### src/rtl/branch_resolver_if.sv
// Slot-to-resolver and resolver-to-decode bus for the dual-issue branch resolver.
// master: drives the two issue slots and observes feedback/flush (execute-stage feeder / bench).
// slave : the branch_resolver itself, consuming slots and producing feedback/flush/redirect.
interface branch_resolver_if #(
    parameter int unsigned CNT_W = 16
);
    // Top issue slot
    logic        valid_top;
    logic [31:0] instr_top;
    logic [31:0] pc_top;
    logic [31:0] opA_top;
    logic [31:0] opB_top;
    logic        pred_taken_top;
    // Bottom issue slot
    logic        valid_bot;
    logic [31:0] instr_bot;
    logic [31:0] pc_bot;
    logic [31:0] opA_bot;
    logic [31:0] opB_bot;
    logic        pred_taken_bot;
    // Predictor feedback and front-end control
    logic [31:0]      predictor_past_pc;
    logic             predictor_past_wrong;
    logic             past_predicted_taken;
    logic             past_is_branch;
    logic             flush;
    logic [31:0]      redirect_pc;
    logic [CNT_W-1:0] mispredict_count;

    modport master (
        output valid_top, instr_top, pc_top, opA_top, opB_top, pred_taken_top,
        output valid_bot, instr_bot, pc_bot, opA_bot, opB_bot, pred_taken_bot,
        input  predictor_past_pc, predictor_past_wrong, past_predicted_taken,
        input  past_is_branch, flush, redirect_pc, mispredict_count
    );

    modport slave (
        input  valid_top, instr_top, pc_top, opA_top, opB_top, pred_taken_top,
        input  valid_bot, instr_bot, pc_bot, opA_bot, opB_bot, pred_taken_bot,
        output predictor_past_pc, predictor_past_wrong, past_predicted_taken,
        output past_is_branch, flush, redirect_pc, mispredict_count
    );
endinterface

### src/rtl/branch_resolver.sv
// Execute-stage branch resolver for a dual-issue front end.
// Resolves BNE/BLT/BEX in the top and bottom slots against the decode-time
// prediction, reports one resolution per cycle on the predictor feedback bus,
// and raises a FLUSH_CYCLES-long flush with a redirect PC on a misprediction.
// Ports:
//   clock - rising-edge clock
//   reset - asynchronous active-high reset
//   bus   - branch_resolver_if.slave: slot inputs, feedback bus, flush,
//           redirect_pc and the saturating mispredict_count (CNT_W bits)
// All outputs are registered and appear one cycle after the resolving cycle.
module branch_resolver #(
    parameter int unsigned FLUSH_CYCLES = 2,
    parameter int unsigned CNT_W        = 16
) (
    input  logic              clock,
    input  logic              reset,
    branch_resolver_if.slave  bus
);

    localparam int unsigned REC_W = (FLUSH_CYCLES > 1) ? $clog2(FLUSH_CYCLES) : 1;

    localparam logic [4:0] OP_BNE = 5'b00010;
    localparam logic [4:0] OP_BLT = 5'b00110;
    localparam logic [4:0] OP_BEX = 5'b10110;

    typedef enum logic [1:0] {
        IDLE    = 2'd0,
        HELD    = 2'd1,
        RECOVER = 2'd2
    } state_t;

    // Fully resolved branch, also the format of the hold buffer
    typedef struct packed {
        logic        isBranch;
        logic        taken;
        logic        predTaken;
        logic        wrong;
        logic [31:0] pc;
        logic [31:0] target;
    } resolution_t;

    // Decode and resolve one slot
    function automatic resolution_t resolve(
        input logic        valid,
        input logic [31:0] instr,
        input logic [31:0] pc,
        input logic [31:0] opA,
        input logic [31:0] opB,
        input logic        pred
    );
        resolution_t r;
        logic [31:0] seqPc;
        logic [31:0] relTarget;
        seqPc     = pc + 32'd1;
        relTarget = seqPc + {{15{instr[16]}}, instr[16:0]};
        r           = '0;
        r.pc        = pc;
        r.predTaken = pred;
        r.target    = seqPc;
        case (instr[31:27])
            OP_BNE: begin
                r.isBranch = valid;
                r.taken    = (opB != opA);
                if (r.taken) r.target = relTarget;
            end
            OP_BLT: begin
                r.isBranch = valid;
                r.taken    = ($signed(opB) < $signed(opA));
                if (r.taken) r.target = relTarget;
            end
            OP_BEX: begin
                r.isBranch = valid;
                r.taken    = (opB != 32'd0);
                if (r.taken) r.target = {5'b0, instr[26:0]};
            end
            default: r.isBranch = 1'b0;
        endcase
        r.wrong = r.taken ^ pred;
        return r;
    endfunction

    state_t           state, stateNext;
    logic [REC_W-1:0] recoverCnt, recoverCntNext;
    resolution_t      hold, holdNext;
    logic [31:0]      pastPc, pastPcNext;
    logic             pastWrong, pastWrongNext;
    logic             pastPred, pastPredNext;
    logic             pastIsBranch, pastIsBranchNext;
    logic             flushQ, flushNext;
    logic [31:0]      redirectPc, redirectNext;
    logic [CNT_W-1:0] count, countNext;

    resolution_t topRes;
    resolution_t botRes;
    resolution_t report;
    logic        doReport;

    assign topRes = resolve(bus.valid_top, bus.instr_top, bus.pc_top,
                            bus.opA_top, bus.opB_top, bus.pred_taken_top);
    assign botRes = resolve(bus.valid_bot, bus.instr_bot, bus.pc_bot,
                            bus.opA_bot, bus.opB_bot, bus.pred_taken_bot);

    // State and output registers
    always_ff @(posedge clock or posedge reset) begin
        if (reset) begin
            state        <= IDLE;
            recoverCnt   <= '0;
            hold         <= '0;
            pastPc       <= '0;
            pastWrong    <= 1'b0;
            pastPred     <= 1'b0;
            pastIsBranch <= 1'b0;
            flushQ       <= 1'b0;
            redirectPc   <= '0;
            count        <= '0;
        end else begin
            state        <= stateNext;
            recoverCnt   <= recoverCntNext;
            hold         <= holdNext;
            pastPc       <= pastPcNext;
            pastWrong    <= pastWrongNext;
            pastPred     <= pastPredNext;
            pastIsBranch <= pastIsBranchNext;
            flushQ       <= flushNext;
            redirectPc   <= redirectNext;
            count        <= countNext;
        end
    end

    // Next-state and next-output logic
    always_comb begin
        stateNext        = state;
        recoverCntNext   = recoverCnt;
        holdNext         = hold;
        pastPcNext       = pastPc;
        pastWrongNext    = 1'b0;
        pastPredNext     = 1'b0;
        pastIsBranchNext = 1'b0;
        flushNext        = 1'b0;
        redirectNext     = redirectPc;
        countNext        = count;
        report           = '0;
        doReport         = 1'b0;

        case (state)
            IDLE: begin
                if (topRes.isBranch) begin
                    report   = topRes;
                    doReport = 1'b1;
                    // Bottom branch is only on the correct path if top was predicted right
                    if (botRes.isBranch && !topRes.wrong) begin
                        holdNext  = botRes;
                        stateNext = HELD;
                    end
                end else if (botRes.isBranch) begin
                    report   = botRes;
                    doReport = 1'b1;
                end
            end
            HELD: begin
                report    = hold;
                doReport  = 1'b1;
                holdNext  = '0;
                stateNext = IDLE;
            end
            RECOVER: begin
                // Flush was raised together with the report; this counts the remaining cycles
                if (recoverCnt == REC_W'(FLUSH_CYCLES - 1)) begin
                    recoverCntNext = '0;
                    stateNext      = IDLE;
                end else begin
                    recoverCntNext = recoverCnt + REC_W'(1);
                    flushNext      = 1'b1;
                end
            end
            default: stateNext = IDLE;
        endcase

        if (doReport) begin
            pastIsBranchNext = 1'b1;
            pastPcNext       = report.pc;
            pastWrongNext    = report.wrong;
            pastPredNext     = report.predTaken;
            if (report.wrong) begin
                flushNext      = 1'b1;
                redirectNext   = report.target;
                stateNext      = RECOVER;
                recoverCntNext = '0;
                if (count != {CNT_W{1'b1}}) countNext = count + CNT_W'(1);
            end
        end
    end

    assign bus.predictor_past_pc    = pastPc;
    assign bus.predictor_past_wrong = pastWrong;
    assign bus.past_predicted_taken = pastPred;
    assign bus.past_is_branch       = pastIsBranch;
    assign bus.flush                = flushQ;
    assign bus.redirect_pc          = redirectPc;
    assign bus.mispredict_count     = count;

endmodule

### src/flat_wrapper.sv
// flat-port wrapper written by rule: the top's interface ports become plain ports
module branch_resolver_flat 
#(
    parameter int unsigned FLUSH_CYCLES = 2,
    parameter int unsigned CNT_W        = 16
)
  (clock, reset, bus_valid_top, bus_instr_top, bus_pc_top, bus_opA_top, bus_opB_top, bus_pred_taken_top, bus_valid_bot, bus_instr_bot, bus_pc_bot, bus_opA_bot, bus_opB_bot, bus_pred_taken_bot, bus_predictor_past_pc, bus_predictor_past_wrong, bus_past_predicted_taken, bus_past_is_branch, bus_flush, bus_redirect_pc, bus_mispredict_count);
  branch_resolver_if #(.CNT_W(CNT_W)) bus_i ();
  input  logic clock;
  input  logic reset;
  input wire logic [$bits(bus_i.valid_top)-1:0] bus_valid_top;
  input wire logic [$bits(bus_i.instr_top)-1:0] bus_instr_top;
  input wire logic [$bits(bus_i.pc_top)-1:0] bus_pc_top;
  input wire logic [$bits(bus_i.opA_top)-1:0] bus_opA_top;
  input wire logic [$bits(bus_i.opB_top)-1:0] bus_opB_top;
  input wire logic [$bits(bus_i.pred_taken_top)-1:0] bus_pred_taken_top;
  input wire logic [$bits(bus_i.valid_bot)-1:0] bus_valid_bot;
  input wire logic [$bits(bus_i.instr_bot)-1:0] bus_instr_bot;
  input wire logic [$bits(bus_i.pc_bot)-1:0] bus_pc_bot;
  input wire logic [$bits(bus_i.opA_bot)-1:0] bus_opA_bot;
  input wire logic [$bits(bus_i.opB_bot)-1:0] bus_opB_bot;
  input wire logic [$bits(bus_i.pred_taken_bot)-1:0] bus_pred_taken_bot;
  output wire logic [$bits(bus_i.predictor_past_pc)-1:0] bus_predictor_past_pc;
  output wire logic [$bits(bus_i.predictor_past_wrong)-1:0] bus_predictor_past_wrong;
  output wire logic [$bits(bus_i.past_predicted_taken)-1:0] bus_past_predicted_taken;
  output wire logic [$bits(bus_i.past_is_branch)-1:0] bus_past_is_branch;
  output wire logic [$bits(bus_i.flush)-1:0] bus_flush;
  output wire logic [$bits(bus_i.redirect_pc)-1:0] bus_redirect_pc;
  output wire logic [$bits(bus_i.mispredict_count)-1:0] bus_mispredict_count;
  assign bus_i.valid_top = bus_valid_top;
  assign bus_i.instr_top = bus_instr_top;
  assign bus_i.pc_top = bus_pc_top;
  assign bus_i.opA_top = bus_opA_top;
  assign bus_i.opB_top = bus_opB_top;
  assign bus_i.pred_taken_top = bus_pred_taken_top;
  assign bus_i.valid_bot = bus_valid_bot;
  assign bus_i.instr_bot = bus_instr_bot;
  assign bus_i.pc_bot = bus_pc_bot;
  assign bus_i.opA_bot = bus_opA_bot;
  assign bus_i.opB_bot = bus_opB_bot;
  assign bus_i.pred_taken_bot = bus_pred_taken_bot;
  assign bus_predictor_past_pc = bus_i.predictor_past_pc;
  assign bus_predictor_past_wrong = bus_i.predictor_past_wrong;
  assign bus_past_predicted_taken = bus_i.past_predicted_taken;
  assign bus_past_is_branch = bus_i.past_is_branch;
  assign bus_flush = bus_i.flush;
  assign bus_redirect_pc = bus_i.redirect_pc;
  assign bus_mispredict_count = bus_i.mispredict_count;
  branch_resolver #(.FLUSH_CYCLES(FLUSH_CYCLES), .CNT_W(CNT_W)) u_core (.clock(clock), .reset(reset), .bus(bus_i));
endmodule
### config.mk
export PLATFORM = sky130hd
export DESIGN_NAME = branch_resolver_flat
export DESIGN_NICKNAME = d
export VERILOG_FILES = /design/src/rtl/branch_resolver_if.sv /design/src/rtl/branch_resolver.sv /design/src/flat_wrapper.sv
export SDC_FILE = /design/constraint.sdc
export NUM_CORES = 1
export LEC_CHECK = 0
export CAP_MARGIN = 30
export CORE_UTILIZATION = 40
export DETAILED_ROUTE_END_ITERATION = 8
export GPL_TIMING_DRIVEN = 1
export PLACE_DENSITY = 0.66
export SETUP_SLACK_MARGIN = 0.3
export SLEW_MARGIN = 20
export SYNTH_ARGS = -nofsm -noshare
export SYNTH_HDL_FRONTEND = slang
export SYNTH_SLANG_ARGS = --single-unit
### constraint.sdc
create_clock -name clock -period 11.3 [get_ports clock]
set_input_delay 2.26 -clock clock [delete_from_list [all_inputs] [get_ports clock]]
set_output_delay 2.26 -clock clock [all_outputs]
set_load 0.05 [all_outputs]
## Word-level counts from Yosys, hierarchy flattened

Index checks and enable logic that the tools add are counted.

| word-level totals | value |
|---|---|
| bits in registers | 153 |
| latch bits | 0 |
| RAM bits | 0 |
| bits in read-only memories | 0 |
| input port bits | 262 |
| output and inout bits | 84 |
| logic and storage cells | 85 |
| memories | 0 |

| operators by class | value |
|---|---|
| add/sub/neg operators | 6 |
| multiply operators | 0 |
| divide/modulo/power cells | 0 |
| magnitude comparators | 2 |
| equal/unequal tests | 13 |
| shift operators | 0 |
| muxes and demuxes | 38 |
| bitwise gates (word level) | 2 |
| reduce and logical (&&, ||, !) cells | 11 |

Operators by type and width:

| kind | number |
|---|---|
| $mux 32 | 6 |
| $pmux 32 s3 | 2 |
| $mux 68 | 2 |
| $pmux 68 s2 | 1 |
| $mux 66 | 2 |
| $pmux 66 s2 | 1 |
| $add 32x1->32 const B | 2 |
| $add 32x32->32 | 2 |
| $lt 32x32->1 | 2 |
| $ne 32x32->1 | 2 |
| $reduce_bool 32->1 | 2 |
| $add 16x1->16 const B | 1 |
| $ne 16x16->1 const B | 1 |
| $mux 1 | 15 |
| $eq 5x2->1 const B | 2 |
| $eq 5x3->1 const B | 2 |
| $eq 5x5->1 const B | 2 |
| $mux 2 | 5 |
| $pmux 1 s3 | 2 |
| $reduce_and 3->1 | 2 |
| $reduce_or 3->1 | 2 |
| $ne 2x1->1 const B | 2 |
| $pmux 2 s2 | 1 |
| $eq 2x1->1 const B | 1 |
| 9 further kinds | 10 |

## Logic depth before layout (Yosys ltp)

Gate-level depths: netlist (run 1).

| depth | value |
|---|---|
| depth after elaboration | 10 |
| mapped depth | 20 |
| depth with buffers taken out | 19 |

## Least setup slack after synthesis (run 1)

No wires, ideal clock.

| timing | value |
|---|---|
| path kind | input to register |
| start | in bus_pc_top[0] |
| end | reg u_core.redirectPc[31] (netlist: u_core.bus.redirect_pc[31]) |
| setup time | 0.127 ns |
| arrival | 5.637 ns |
| data required time | 11.173 ns |
| slack | 5.536 ns |
| stages | 18 |
| path buffers | 0 |
| cell sequence | ha_1 > nand3_1 > or2_2 > nor3_1 > nand3_1 > xnor2_1 > ha_1 > and3_1 > and2_1 > and3_1 > a221oi_1 > o41ai_1 > a21o_1 > a21oi_1 > xor2_1 > a21o_1 > a21oi_1 > o22ai_1 |

| between the ends | value |
|---|---|
| longest elaborated chain between the ends | 6 |
| elaborated cells between the ends (all ways) | 8 |
| classes of those cells | add/sub: 2; mux: 6 |

RTL lines:

| element | line | RTL |
|---|---|---|
| from (decl) | flat_wrapper.sv:13 | `input wire logic [$bits(bus_i.pc_top)-1:0] bus_pc_top;` |
| $add 32x1->32 (*) | branch_resolver.sv:54 | `seqPc = pc + 32'd1;` |
| $add 32x32->32 | branch_resolver.sv:55 | `relTarget = seqPc + {{15{instr[16]}}, instr[16:0]};` |
| $mux 32 (on tied branches) | branch_resolver.sv:69, branch_resolver.sv:64 |  |
| $pmux 32 s3 (*) | branch_resolver.sv:60 | `case (instr[31:27])` |
| $mux 66 (*) | branch_resolver.sv:147 | `if (topRes.isBranch) begin` |
| $pmux 66 s2 (*) | branch_resolver.sv:145 | `case (state)` |
| to (signal assigned) | branch_resolver.sv:125 | `redirectPc <= redirectNext;` |
| to (decl) | branch_resolver.sv:90 | `logic [31:0] redirectPc, redirectNext;` |

Mark *: on every way between the ends. The rest lies on a longest branch, timed or not.
A chain may end at the register's enable or synchronous reset.

## Worst setup path after layout (run 1)

| timing | value |
|---|---|
| start | in bus_pc_top[8] |
| end | reg u_core.redirectPc[27] (netlist: u_core.bus.redirect_pc[27]) |

The elaborated chain is that of the path after synthesis.

==> impl_metrics.ini, run 1 <==
[sta]
setup_viol = 0
period_share_pct = 61.2
timing.setup.tns_ns = 0
rsz0062_at_grt = no
min_period_ns = 6.92
fmax_ghz = 0.145
worst_slew_pin_slew_ns = 0.960
max-slew-margin-rel_pct = 35.9
finalHoldWorstSlack_ns = 0.488
slew_violations = 0
hold_viol_final = 0
fin_skew_ns = 0.0159
setup_ws_ns = 4.38

[logic_synthesis]
ys.flop_type = dfrtp_1
muxShareOfSynthArea_pct = 0.234
yosysSeqAreaShare_pct = 27.5
synth_cells = 1711
synth_compound_area_share_pct = 28.6
async_flop_share_pct = 100
synth-seq-cells = 153
synth_nets = 2112
syn_avg_cell_area_sq_um = 8.13
synth_top_family_by_area = compound AO/OA/AOI/OAI gates
synth_edf_count = 0
synth.distinct_cells = 72
ys_warn_count = 0
ys_top_cells_by_area = dfrtp_1 28%, ha_1 12%, a21oi_1 6.2%, xnor2_1 5.5%, a22o_1 5.2%
synth_top_cell_area_share_pct = 27.5
yosys.area_share.simple_pct = 17.7
synth-xor-area-share_pct = 8.25
synth_area_sq_um = 13900
synthAdderAreaFrac_pct = 12.6
synth_largest_area_cell = dfrtp_1

[critical_path]
cp-startpoint = bus_pc_top[8]
crit_arrival_ns = 7.23
reg2reg_from = u_core.state[0]$_DFF_PP0_
worstPathRequired_ns = 11.61
regToRegSetupSlack_ns = 8.11
critical_path_buf_inv_count = 1
r2r-end = u_core.bus.mispredict_count[12]$_DFFE_PP0P_
slowest_stage = clkdlybuf4s50_1
cp_max_fo = 6
endpoint_kind = flop
critical_path_class = in -> reg
path_depth = 19
start_kind = input port
crit_path_max_incr_delay_ns = 0.72
cp_top_family = simple AND/OR/NAND/NOR gates
crit_path_cell_trace = clkdlybuf4s50_1, nand4_1, or3_1, nor2_1, and4_1, nand3_1, xnor2_1, ha_1, or2_2, a21oi_1, and3b_1, and3_1, a211oi_1, nand2b_1, a21oi_1, xnor2_1, o21ai_0, a221oi_1, o21ai_0
r2r_cells = 9

[job]
maxCapViolCount = 0

[clock_network]
h-tree-depth = 4
insertion_delay_ns = 0.44
cts_sinks = 153
clockBufferDepth = 2
ctsHoldBuffers = 0
cts_buffers = 17
cts_setup_buffers = 0
cts_tree = built
path_clk_slew_ns = 0.07
cts-root-buf = clkbuf_16
cts.repair.resized = 0

[pwr]
p_switching_mw = 1.09
pwr-share-comb_pct = 46.5
pwr_density_cell_nw_per_um2 = 134
internal_power_mw = 1.38
peakVddDrop_mv = 0.114
p_leak_nw = 7.87
switching_share_pct = 44.1
power_frac_seq_pct = 29.6
clockPowerShare_pct = 23.9

[placed_design]
portBuffers = 345
dp_slack_ns = 4.00
gp_congestion = 0.984
hpwl_mm = 41.2
place_area_sq_um = 17800

[outcome]
status = finished clean

[global_routing]
overflow = 0
track_usage_pct = 29.9
antenna_found_initial = 2
grt_pass1_vias = 14800
grt_max_degree = 100
grt_pass1_wl_mm = 84.0

[worst_hold_path]
min_path_type = reg -> reg
hold_depth = 2
hold-path-endpoint = u_core.bus.redirect_pc[16]$_DFFE_PP0P_
worstHoldStart = u_core.bus.redirect_pc[16]$_DFFE_PP0P_

[detailed_routing]
drc = 0
routed.top_layer = met5
wl_met1_mm = 21.5
wl_mm = 53.6
vias_per_cell = 5.99
drt_pass1_iterations = 8
drt_iter0_drc = 1373
vias = 14800
wl_met3_mm = 3.87
ant_nets = 0
wl_met2_mm = 26.0
wl_per_cell_um = 21.7

[finish]
final_area_sq_um = 18400
fillCellCount = 3214
area_growth_pct = 32.2
post-route-util_pct = 54.3
final_nets = 2410
drive_above_1_share_pct = 3.71

[floorplanning]
rows = 67
core_area_sq_um = 33900
fp.dieH_um = 189
io_pins = 346
dieArea_sq_um = 35500
die_w_um = 189
initial_utilization_pct = 41.1
==> cells in the mapped netlist (43+ instances only) <==
master / number
a21oi_1: 172
nand2_1: 163
dfrtp_1: 153
ha_1: 137
nor2_1: 126
inv_1: 94
xnor2_1: 88
o21ai_0: 83
a22o_1: 82
clkbuf_1: 66
nand3_1: 55
nand4_1: 43
xor2_1: 43
==> cells in the final DEF, fill, tap and decap left out, types with 8 or more instances in the layout <==
master / instances
nor4_1: 23
a221oi_1: 42
clkbuf_16: 17
a21oi_1: 172
nand2_1: 163
inv_1: 93
buf_4: 17
nor2_1: 123
ha_1: 137
and4_1: 10
nand2b_1: 11
a31oi_1: 14
and2_1: 9
o31ai_1: 10
o21a_1: 10
a22oi_1: 42
nor3_1: 10
a22o_1: 82
nor2b_1: 11
a211oi_1: 14
xor2_1: 43
xnor2_1: 88
dfrtp_1: 153
and3_1: 28
inv_6: 9
o22ai_1: 10
clkdlybuf4s50_1: 345
o211ai_1: 14
nand4_1: 43
o21ai_0: 83
nand3_1: 54
o21ai_1: 8
a21o_1: 32
==> worst max path at each step <==
stage                                                         to  slack, ns
after detailed placement  u_core.bus.redirect_pc[27]$_DFFE_PP0P_       4.00
after global routing      u_core.bus.redirect_pc[27]$_DFFE_PP0P_       4.13
after floorplan                       u_core.bus.flush$_DFF_PP0_       4.92
after CTS                 u_core.bus.redirect_pc[27]$_DFFE_PP0P_       4.45
after global placement    u_core.bus.redirect_pc[27]$_DFFE_PP0P_       3.93
final                     u_core.bus.redirect_pc[27]$_DFFE_PP0P_       4.38
==> tightest hold or removal path, stage by stage (launching register included) <==
cell and delay (ns):
dfrtp_1 0.35, nand2_1 0.05, o21ai_0 0.06
==> cell families after synthesis <==
logic type      after synthesis
buf+inv                     182
mux                           3
xor+xnor                    131
fa+ha+maj                   139
flops                       153
simple gates                513
compound gates              590
==> registers in the layout, indices dropped and copies added (netlist names) <==
signal	count
u_core.bus.past_is_branch	1
u_core.state	2
u_core.bus.predictor_past_pc	32
u_core.bus.predictor_past_wrong	1
u_core.recoverCnt	1
u_core.bus.past_predicted_taken	1
u_core.bus.mispredict_count	16
u_core.bus.flush	1
u_core.hold	66
u_core.bus.redirect_pc	32
==> power groups by stage <==
stage | clock network, mW | registers (mW) | logic (mW)
after global routing | 0.615 | 0.742 | 1.22
after floorplan | 0 | 1.04 | 0.379
after CTS | 0.597 | 0.730 | 1.14
after global placement | 0 | 0.739 | 1.13
final | 0.590 | 0.730 | 1.14
after detailed placement | 0 | 0.738 | 1.14
==> per-layer routing <==
metal,up-vias,global-route usage [%]
li1,6960,-
met5,-,0.962
met2,671,51.6
met4,4,12.4
met1,7055,36.6
met3,113,5.20
==> cell type report <==
class	count	area [sq um]	area share (%)
tap	448	561	3.05
clock inverter	15	154	0.837
inverter	96	365	1.99
clock buffer	17	425	2.31
antenna	1	2.50	0.0136
sequential	153	3830	20.8
timing repair buffer	365	3640	19.8
multi-input combinational	1376	9420	51.2
==> per-stage QoR <==
| step | instances | total power [mW] |
|---|---|---|
| 2_1_floorplan | 1711 | 1.42 |
| 3_3_place_gp | 2435 | 1.87 |
| 3_5_place_dp | 2437 | 1.88 |
| 4_1_cts | 2469 | 2.47 |
| 5_1_grt | 2471 | 2.58 |
| 6_report | 2471 | 2.46 |
No activity file was read; power rests on OpenSTA's default activity.
==> run 2: changes to the inputs <==
- PLACE_DENSITY: 0.66 -> 0.69
- clock period: 11.3 -> 5.65 ns (I/O delays scaled with it)
==> run 2 against run 1 <==
Compared with the run above:
- non-clock buffer count rose by 78
- design area rose by 3.5%
- sequential power grew 100%
- via count grew 2.6%
- die area stayed put
- flip-flop and latch count stayed put
- global-route usage rose by 0.50 points
- first-iteration DRC count fell by 6.1%
- register-to-register slack worse by 5.5 ns
- highest routed layer unchanged
- critical endpoint is now u_core.bus.redirect_pc[31]$_DFFE_PP0P_
- combinational power increased by 110%
- utilization is 1.9 points higher
- clock skew up 0.00071 ns
==> impl_metrics.ini, run 2 (same netlist as run 1, synthesis figures left out) <==
[detailed_routing]
drt_pass1_iterations = 5
drt_iter0_drc = 1289
vias = 15200
vias_per_cell = 5.96
wl_per_cell_um = 21.4
drc = 0
wl_mm = 54.4
ant_nets = 0

[critical_path]
crit_arrival_ns = 5.53
cp_max_fo = 5
cp-startpoint = bus_pc_top[1]
endpoint_kind = flop
critical_path_class = in -> reg
start_kind = input port
cp-endpoint = u_core.bus.redirect_pc[31]$_DFFE_PP0P_
regToRegSetupSlack_ns = 2.59
r2r-end = u_core.bus.mispredict_count[12]$_DFFE_PP0P_
worstPathRequired_ns = 6.01
r2r_cells = 8
reg2reg_from = u_core.state[0]$_DFF_PP0_

[clock_network]
insertion_delay_ns = 0.45
path_clk_slew_ns = 0.07
clockBufferDepth = 2
h-tree-depth = 4
cts_tree = built
cts_sinks = 153
ctsHoldBuffers = 0
cts_buffers = 17
cts-root-buf = clkbuf_16

[finish]
final_nets = 2488
largest_register = u_core.hold
layout.cells.non_filler = 2548
n_antenna_cell = 0
final_common_cell = clkdlybuf4s50_1
final_cell_mix = 345 x clkdlybuf4s50_1, 172 x a21oi_1, 163 x nand2_1, 153 x dfrtp_1, 135 x ha_1
area_growth_pct = 36.8
post-route-util_pct = 56.2
drive_above_1_share_pct = 7.95
largest_register_ffs = 66

[global_routing]
antenna_found_initial = 2
grt_pass1_wl_mm = 84.6
track_usage_pct = 30.4
grt_max_degree = 94
overflow = 0
grt_pass1_vias = 15100

[pwr]
pwr_density_cell_nw_per_um2 = 261
p_total_mw = 4.97
p_leak_nw = 8.27
peakVddDrop_mv = 0.235

[sta]
worst_slew_pin_slew_ns = 0.957
slew_violations = 0
timing.setup.tns_ns = 0
fin_skew_ns = 0.0166
hold_viol_final = 0
rsz0062_at_grt = yes
min_period_ns = 5.17
fmax_ghz = 0.193
max-slew-margin-rel_pct = 36.0
setup_viol = 0
period_share_pct = 91.5

[placed_design]
hpwl_mm = 43.0
gp_congestion = 0.959
placedCellCount = 2513
portBuffers = 345

[floorplanning]
fp.dieH_um = 189
io_pins = 346
initial_utilization_pct = 41.1
rows = 67
core_area_sq_um = 33900
dieArea_sq_um = 35500
die_w_um = 189

[outcome]
status = finished clean

[worst_hold_path]
hold_depth = 2
min_path_type = reg -> reg
worstHoldStart = u_core.bus.redirect_pc[16]$_DFFE_PP0P_

[job]
maxCapViolCount = 0
[run 2: cell types whose count changed in the layout (fill, tap and decap cells not counted), sizes merged]
| cell | previous run | this run |
|---|---|---|
| inv | 106 | 105 |
| buf | 20 | 98 |
| clkbuf | 17 | 18 |
| diode | 1 | 0 |
[run 2: report_power, final]
group / internal [mW] / switching (mW)
Combinational: 0.903 / 1.43
Sequential: 1.30 / 0.161
Clock: 0.595 / 0.573
[run 2: how the worst min path moves through the flow]
stage / end / slack [ns]
after global placement: u_core.hold[62]$_DFFE_PP0P_ / 0.47
after CTS: u_core.hold[14]$_DFFE_PP0P_ / 0.49
final: u_core.bus.redirect_pc[16]$_DFFE_PP0P_ / 0.49
after global routing: u_core.bus.redirect_pc[14]$_DFFE_PP0P_ / 0.51
after floorplan: u_core.hold[20]$_DFFE_PP0P_ / 0.45
after detailed placement: u_core.hold[14]$_DFFE_PP0P_ / 0.48
[run 2: area by class of cell]
cell class,count,area (sq um)
clock inverters,14,130
inverters,96,365
fillers,3131,14800
flip-flops and latches,153,3830
multi-input cells,1376,9500
clock buffers,18,439
repair buffers,443,4210
well taps,448,561
[run 2: per-layer routing]
| metal | vias up | wire, um | track usage (%) |
|---|---|---|---|
| li1 | 7129 | - | - |
| met1 | 7267 | 21800 | 37.0 |
| met2 | 675 | 26900 | 53.4 |
| met3 | 108 | 3680 | 5.14 |
| met4 | 4 | 2010 | 11.5 |
| met5 | - | 29 | 0 |
[run 2: critical path, cell delays in order]
cell and delay, ns:
clkdlybuf4s50_1 0.49, ha_1 0.19, nand3_1 0.10, or2_2 0.34, buf_4 0.16, nor2_1 0.18, nand3_1 0.12, xnor2_1 0.30
ha_1 0.35, a21oi_1 0.16, o21ai_0 0.15, a21o_1 0.20, a221oi_1 0.31, buf_4 0.18, o41ai_1 0.08, buf_4 0.15
a21o_1 0.17, a21oi_1 0.17, xor2_1 0.20, a21o_1 0.14, a21oi_1 0.07, o22ai_1 0.19
[run 2: through the flow]
stage	hold slack (ns)	setup WS (ns)	area, sq um
after global routing	0.505	0.245	19000
after global placement	0.466	0.101	18300
after floorplan	0.445	0.399	13900
final	0.488	0.479	19000
after CTS	0.495	0.398	18900
after detailed placement	0.480	-0.0143	18300
[run 2: timing repair]
| item | in CTS | in global routing |
|---|---|---|
| gates resized for setup | 0 | 16 |
| buffers inserted | 0 | 2 |
| endpoints found under the setup margin | 0 | 3 |
==> run 3: changes to the inputs <==
- CORE_UTILIZATION: 40 -> 50
- PLACE_DENSITY: 0.69 -> 0.8
- clock period: 5.65 -> 5.6 ns (I/O delays scaled with it)
==> run 3 against run 2 <==
Compared with the run above:
- first-iteration DRC count is 16% higher
- largest power group unchanged
- hold slack worse by 0.0064 ns
- highest routed layer is now met4
- non-clock buffer count is 7 higher
- clock skew is 0.0021 ns lower
- register-to-register slack worse by 0.19 ns
==> impl_metrics.ini, run 3 (same netlist as run 1, synthesis figures left out) <==
[sta]
rsz0062_at_grt = yes
setup_ws_ns = 0.494
hold_viol_final = 0
min_period_ns = 5.11
setup_viol = 0
period_share_pct = 91.2
max-slew-margin-rel_pct = 35.3
fmax_ghz = 0.196
timing.setup.tns_ns = 0
slew_violations = 0
worst_slew_pin_slew_ns = 0.970
fin_skew_ns = 0.0145

[global_routing]
antenna_found_initial = 0
grt_pass1_wl_mm = 83.9
grt_pass1_vias = 15600
track_usage_pct = 38.0
grt_max_degree = 98
overflow = 0

[critical_path]
start_kind = input port
critical_path_class = in -> reg
reg2reg_from = u_core.state[0]$_DFF_PP0_
r2r_cells = 9
regToRegSetupSlack_ns = 2.40
cp_max_fo = 8
endpoint_kind = flop
crit_arrival_ns = 5.43
worstPathRequired_ns = 5.92
r2r-end = u_core.bus.redirect_pc[29]$_DFFE_PP0P_

[finish]
final_cell_mix = 345 x clkdlybuf4s50_1, 172 x a21oi_1, 163 x nand2_1, 152 x dfrtp_1, 134 x ha_1
final_common_cell = clkdlybuf4s50_1
layout.cells.non_filler = 2479
final_nets = 2495
largest_register = u_core.hold
drive_above_1_share_pct = 8.45
final_area_sq_um = 19000
area_growth_pct = 36.5
largest_register_ffs = 66
n_antenna_cell = 0

[floorplanning]
core_area_sq_um = 27100
dieArea_sq_um = 28500
die_w_um = 169
initial_utilization_pct = 51.3
rows = 60
fp.dieH_um = 169
io_pins = 346

[worst_hold_path]
worstHoldStart = u_core.bus.redirect_pc[7]$_DFFE_PP0P_
min_path_type = reg -> reg
hold-path-endpoint = u_core.bus.redirect_pc[7]$_DFFE_PP0P_
hold_depth = 2

[clock_network]
ctsHoldBuffers = 0
h-tree-depth = 4
cts_buffers = 17
cts_tree = built
clockBufferDepth = 2
cts_sinks = 153
cts-root-buf = clkbuf_16
insertion_delay_ns = 0.44
path_clk_slew_ns = 0.07

[pwr]
p_leak_nw = 8.30
pwr_density_cell_nw_per_um2 = 267
peakVddDrop_mv = 0.229

[detailed_routing]
drt_pass1_iterations = 7
wl_mm = 54.5
vias = 15500
ant_nets = 0
wl_per_cell_um = 22.0
drc = 0
vias_per_cell = 6.27
drt_iter0_drc = 1498

[outcome]
status = finished clean

[placed_design]
gp_congestion = 0.960
place_area_sq_um = 18300
dp_slack_ns = -0.0637
hpwl_mm = 42.5
placedCellCount = 2443
portBuffers = 345

[job]
maxCapViolCount = 0
[run 3: worst max path at each step]
stage                              from  slack (ns)                                      to  depth (start not counted)
final                     bus_pc_bot[5]        0.49  u_core.bus.redirect_pc[29]$_DFFE_PP0P_                         20
after global routing      bus_pc_bot[5]        0.24  u_core.bus.redirect_pc[29]$_DFFE_PP0P_                         20
after CTS                 bus_pc_top[0]        0.35  u_core.bus.redirect_pc[31]$_DFFE_PP0P_                         21
after detailed placement  bus_pc_top[0]       -0.06  u_core.bus.redirect_pc[31]$_DFFE_PP0P_                         21
after global placement    bus_pc_top[0]        0.06  u_core.bus.redirect_pc[31]$_DFFE_PP0P_                         21
after floorplan                   reset        0.36              u_core.bus.flush$_DFF_PP0_                          1
[run 3: timing repair]
item                       in CTS  in global routing
setup endpoints to repair       0                  9
setup buffers                   0                  3
gates resized for setup         0                 21
[run 3: power by group]
group	switching (mW)	internal (mW)	leakage [nW]	total [mW]
combinational	1.48	0.919	6.03	2.40
clock	0.562	0.636	0.274	1.20
sequential	0.154	1.31	1.99	1.47
[run 3: per-stage QoR]
| stage | power, mW | hold slack [ns] | utilization [%] |
|---|---|---|---|
| global placement | 3.80 | 0.463 | 67.5 |
| detailed placement | 3.84 | 0.467 | 67.5 |
| global route | 5.27 | 0.498 | 70.1 |
| finish | 5.07 | 0.482 | 70.1 |
| CTS | 5.04 | 0.483 | 69.6 |
| floorplan | 2.87 | 0.445 | - |
[run 3: area by class of cell]
| cell class | count | area [sq um] |
|---|---|---|
| sequential | 153 | 3830 |
| clock buffer | 18 | 439 |
| tap | 372 | 465 |
| multi-input combinational | 1376 | 9500 |
| clock inverter | 14 | 136 |
| inverter | 96 | 365 |
| fill | 2219 | 8110 |
| timing repair buffer | 450 | 4260 |
[run 3: worst max-delay path, cell delays in order]
cell	delay (ns)
clkdlybuf4s50_1	0.56
and4_2	0.31
nand3_1	0.09
nor2_1	0.12
buf_4	0.16
nand4_1	0.23
nor2_1	0.19
xor2_1	0.24
ha_2	0.39
a21o_1	0.22
a21o_1	0.17
a21oi_1	0.20
nor2b_1	0.10
nor2_1	0.13
o21ai_0	0.13
a211oi_2	0.30
xnor2_1	0.15
a22oi_1	0.32
o2111ai_1	0.17
o21a_1	0.12
[run 3: layer usage]
metal	vias to the layer above	part of all wire (%)	global-route usage, %
li1	7132	-	-
met1	7366	38	44.6
met2	873	47	64.4
met3	178	8.2	7.34
met4	0	6.2	22.5
met5	-	0	0
